`src/rtl/multi_onepulser.sv`:
```
// Multi-channel synchronise/debounce/one-pulse for push-buttons.
// Define ONEPULSER_AUTO_REPEAT_EN to add hold-to-repeat pulses.
module multi_onepulser #(
  parameter int CH       = 4,
  parameter int DEBOUNCE = 4,
  parameter int HOLD     = 8,
  parameter int REPEAT   = 4
) (
  input  logic          clk,
  input  logic          rst,
  input  logic [CH-1:0] btn,
  output logic [CH-1:0] pulse,
  output logic [CH-1:0] level,
  output logic          any_pulse
);

  localparam int CW = $clog2(DEBOUNCE + 1);

  typedef enum logic [1:0] {
    IDLE = 2'd0,
    FIRE = 2'd1,
    HELD = 2'd2
  } state_t;

  if (CH < 1 || DEBOUNCE < 1 || HOLD < 2 || REPEAT < 2) begin : g_bad_cfg
    $error("multi_onepulser: illegal parameter set");
  end

  logic [CH-1:0] s1_q, s1_d;
  logic [CH-1:0] s2_q, s2_d;
  logic [CH-1:0] db_q, db_d;
  logic [CW-1:0] cnt_q [CH];
  logic [CW-1:0] cnt_d [CH];
  state_t        st_q  [CH];
  state_t        st_d  [CH];

`ifdef ONEPULSER_AUTO_REPEAT_EN
  localparam int MAXHR = (HOLD > REPEAT) ? HOLD : REPEAT;
  localparam int RW    = $clog2(MAXHR + 1);

  logic [RW-1:0] rpt_q [CH];
  logic [RW-1:0] rpt_d [CH];
  logic [CH-1:0] again_q, again_d;
  logic [RW-1:0] thr;
`endif

  always_ff @(posedge clk or negedge rst) begin
    if (!rst) begin
      s1_q <= '0;
      s2_q <= '0;
      db_q <= '0;
      for (int i = 0; i < CH; i++) begin
        cnt_q[i] <= '0;
        st_q[i]  <= IDLE;
      end
    end else begin
      s1_q <= s1_d;
      s2_q <= s2_d;
      db_q <= db_d;
      for (int i = 0; i < CH; i++) begin
        cnt_q[i] <= cnt_d[i];
        st_q[i]  <= st_d[i];
      end
    end
  end

`ifdef ONEPULSER_AUTO_REPEAT_EN
  always_ff @(posedge clk or negedge rst) begin
    if (!rst) begin
      again_q <= '0;
      for (int i = 0; i < CH; i++) begin
        rpt_q[i] <= '0;
      end
    end else begin
      again_q <= again_d;
      for (int i = 0; i < CH; i++) begin
        rpt_q[i] <= rpt_d[i];
      end
    end
  end
`endif

  always_comb begin
    s1_d = btn;
    s2_d = s1_q;
    db_d = db_q;
    for (int i = 0; i < CH; i++) begin
      cnt_d[i] = '0;
      // any return to the current level restarts the count
      if (s2_q[i] != db_q[i]) begin
        if (cnt_q[i] == CW'(DEBOUNCE - 1)) begin
          db_d[i] = s2_q[i];
        end else begin
          cnt_d[i] = cnt_q[i] + 1'b1;
        end
      end
    end
  end

  always_comb begin
`ifdef ONEPULSER_AUTO_REPEAT_EN
    again_d = again_q;
    thr     = '0;
`endif
    for (int i = 0; i < CH; i++) begin
      st_d[i] = st_q[i];
`ifdef ONEPULSER_AUTO_REPEAT_EN
      rpt_d[i] = rpt_q[i];
      thr = again_q[i] ? RW'(REPEAT - 1)
                       : RW'(HOLD - 1);
`endif
      unique case (1'b1)
        (st_q[i] == IDLE): begin
          if (db_q[i]) begin
            st_d[i] = FIRE;
`ifdef ONEPULSER_AUTO_REPEAT_EN
            rpt_d[i]   = '0;
            again_d[i] = 1'b0;
`endif
          end
        end
        (st_q[i] == FIRE): begin
          st_d[i] = HELD;
`ifdef ONEPULSER_AUTO_REPEAT_EN
          rpt_d[i] = rpt_q[i] + 1'b1;
`endif
        end
        (st_q[i] == HELD): begin
          if (!db_q[i]) begin
            st_d[i] = IDLE;
`ifdef ONEPULSER_AUTO_REPEAT_EN
            rpt_d[i]   = '0;
            again_d[i] = 1'b0;
          end else if (rpt_q[i] == thr) begin
            st_d[i]    = FIRE;
            rpt_d[i]   = '0;
            again_d[i] = 1'b1;
          end else begin
            rpt_d[i] = rpt_q[i] + 1'b1;
`endif
          end
        end
        default: begin
          st_d[i] = IDLE;
        end
      endcase
    end
  end

  always_comb begin
    for (int i = 0; i < CH; i++) begin
      pulse[i] = (st_q[i] == FIRE);
    end
  end

  assign level     = db_q;
  assign any_pulse = |pulse;

endmodule

```
`config.mk`:
```
export PLATFORM = sky130hd
export DESIGN_NAME = multi_onepulser
export DESIGN_NICKNAME = d
export VERILOG_FILES = /design/src/rtl/multi_onepulser.sv
export SDC_FILE = /design/constraint.sdc
export NUM_CORES = 1
export LEC_CHECK = 0
export BUFFER_PORTS_ARGS = -buffer_cell sky130_fd_sc_hd__buf_2
export CAP_MARGIN = 20
export CORE_MARGIN = 4
export CORE_UTILIZATION = 54
export CTS_CLUSTER_SIZE = 10
export DETAILED_ROUTE_END_ITERATION = 12
export GPL_ROUTABILITY_DRIVEN = 0
export PLACE_DENSITY = 0.72
export SYNTH_ARGS = -nofsm -noshare
export SYNTH_HDL_FRONTEND = slang
export SYNTH_SLANG_ARGS = --single-unit
export TNS_END_PERCENT = 100
```
`constraint.sdc`:
```
create_clock -name clk -period 1.5 [get_ports clk]
set_input_delay 0.3 -clock clk [delete_from_list [all_inputs] [get_ports clk]]
set_output_delay 0.3 -clock clk [all_outputs]
set_load 0.02 [all_outputs]
```
==> flow_metrics.env <==
export IMPL_outcome="finished, violations left"
export IMPL_violations="setup timing"
export IMPL_antenna_found_initial=0
export IMPL_cts_made_buffers=5
export IMPL_hold_depth=1
export IMPL_syn_inst=81
export IMPL_reg2reg_setup_slack_ns=0.27
export IMPL_first_pass_iters=4
export IMPL_grt_max_degree=33
export IMPL_period_share_pct=121.6
export IMPL_whs_endpoint="s1_q[2]$_DFF_PN0_"
export IMPL_yosysWarnings=0
export IMPL_worst_clock_skew_ns=0.007915
export IMPL_synth_seq_cells=32
export IMPL_wire_per_inst_um=13.20
export IMPL_rows=16
export IMPL_cp_required_ns=1.20
export IMPL_clock_latency_ns=0.32
export IMPL_core_area_um2=2022
export IMPL_io_pins=15
export IMPL_final_common_cell="dfrtp_1"
export IMPL_drive_gt1_share_pct=35.45
export IMPL_start_util_pct=58.42
export IMPL_fp_dieH_um=54.77
export IMPL_r2r_end="level[3]$_DFFE_PN0P_"
export IMPL_grt_pass1_vias=642
export IMPL_diodes=0
export IMPL_setup_viol=2
export IMPL_vias=678
export IMPL_drtIter0Drc=5
export IMPL_synth_xor_area_share_pct=2.966
export IMPL_worstSetupStartpoint="st_q[2]$_DFFE_PN0P_"
export IMPL_final_nets=119
export IMPL_worst_r2r_cell_count=3
export IMPL_ctsRootBufferMaster="clkbuf_4"
export IMPL_syn_nets=91
export IMPL_synth_top_family_by_area="simple AND/OR/NAND/NOR gates"
export IMPL_finalWirelength_mm=1.808
export IMPL_rr_startpoint="cnt_q[0]$_DFF_PN0_"
export IMPL_fmax_mhz=548.1
export IMPL_synth_compound_area_share_pct=1.271
export IMPL_overflow=0
export IMPL_cts_num_sinks=32
export IMPL_dp_hpwl_mm=1.146
export IMPL_die_w_um=54.77
export IMPL_clock_path_buffers=2
export IMPL_hold_path_startpoint="btn[2]"
export IMPL_cp_max_fo=2
export IMPL_leakage_uw=0.0007231
export IMPL_area_growth_pct=23.94
export IMPL_crit_path_start_kind="flip-flop"
export IMPL_powerDensity_nw_per_um2=1968
export IMPL_layout_min_cycle_time_ns=1.824
export IMPL_clk_pin_slew_ns=0.09
export IMPL_synth_area_mux_share_pct=3.814
export IMPL_drc=0
export IMPL_cap_violations=0
export IMPL_ir_worst_vdd_mv=1.234
export IMPL_ys_types=13
export IMPL_path_class="reg -> out"
export IMPL_slew_viol_final=0
export IMPL_hold_path_class="in -> reg"
export IMPL_rsz0062_at_grt="yes"
export IMPL_arrival_ns=1.52
export IMPL_fin_util_pct=72.40
export IMPL_mostFrequentLayoutCells="dfrtp_1 (32), buf_2 (10), nor3b_1 (9)"
export IMPL_cts_tree="built"
export IMPL_worst_pin_slew_ns=0.3931
export IMPL_synth_adder_area_share_pct=4.237
export IMPL_die_area_um2=3000
export IMPL_avgViaCountPerCell=4.949
export IMPL_synth_simple_area_share_pct=17.37
export IMPL_hold_viol=0
export IMPL_ant_nets=0
export IMPL_io_buffers=14
export IMPL_grt_usage_pct=14.10
export IMPL_finalPower_uw=2881
export IMPL_ys_seq_area_share_pct=67.80
export IMPL_fin_ws_ns=-0.3244
export IMPL_syn_avg_cell_area_um2=14.58
export IMPL_htreeDepth=2
export IMPL_cp_end_kind="output pin"
export IMPL_grt_pass1_wl_mm=2.739
export IMPL_holdWs_ns=0.07270
export IMPL_slew_headroom_pct=73.80
export IMPL_syn_area_um2=1181
==> worst max-delay path by stage <==
stage,to,slack (ns),cells after the start
CTS,any_pulse,-0.31,3
global placement,any_pulse,0.04,3
finish,any_pulse,-0.32,3
global route,any_pulse,-0.39,3
floorplan,any_pulse,0.09,2
detailed placement,any_pulse,0.03,3
==> per-stage QoR <==
step	setup slack (ns)	setup TNS, ns	area [µm²]	cells
floorplan	0.08518	0	1181	81
global placement	0.04480	0	1285	122
detailed placement	0.02918	0	1285	122
CTS	-0.3148	-0.3148	1396	132
global route	-0.3903	-0.5494	1464	137
finish	-0.3244	-0.4398	1464	137
==> repair_timing <==
item	in CTS	in global routing
cloned	0	0
resized for setup	10	10
pin swaps	1	1
buffers inserted	1	9
hold buffers	1	0
setup endpoints to repair	1	5
endpoints found under the hold margin	32	0
==> metal layers <==
metal  part of all wire, %  global-route usage, %  vias up
li1                      -                      -      327
met1                    45                  15.89      335
met2                    49                  20.87       11
met3                   4.6                  7.357        5
met4                   1.9                  8.714        0
met5                     0                      0        -
==> worst max-delay path: stages, from the launching register on <==
cell and delay [ns]:
dfrtp_1 0.40, nor2b_4 0.14, or4_4 0.53, buf_6 0.14
==> cell type report <==
class                           count  area (µm²)
Clock buffer                        8       58.81
Fill cell                         131       558.0
Multi-Input combinational cell     45       379.1
Sequential cell                    32       800.8
Tap cell                           27       33.78
Timing Repair Buffer               25       191.4
==> cell families after synthesis <==
logic type	Yosys count
buffers and inverters	4
adders and majority gates	4
AOI/OAI and AO/OA	2
xor gates and xnor gates	4
DFF	32
and+or+nand+nor	31
muxes	4
==> report_power, final <==
| group | total [µW] | internal, µW | switching, µW |
|---|---|---|---|
| Sequential | 1290 | 1100 | 187 |
| Combinational | 1100 | 618 | 477 |
| Clock | 498 | 231 | 267 |
==> synthesized netlist by cell type <==
| master | instances | area (µm²) |
|---|---|---|
| nor2b_1 | 12 | 75.07 |
| or4_1 | 1 | 7.510 |
| and2b_1 | 1 | 7.510 |
| nand2b_1 | 2 | 12.51 |
| nand3b_1 | 2 | 15.01 |
| mux2_2 | 4 | 45.04 |
| nor3b_1 | 9 | 67.56 |
| xnor2_1 | 4 | 35.03 |
| buf_4 | 4 | 30.03 |
| ha_1 | 4 | 50.05 |
| nor3_1 | 4 | 20.02 |
| a21o_1 | 2 | 15.01 |
| dfrtp_1 | 32 | 800.8 |
==> flip-flops by register name (all words and copies together), names as in the netlist <==
signal  flops
level       4
s1_q        4
s2_q        4
cnt_q      12
st_q        8
Note: power is estimated with default switching activity, not from simulation.
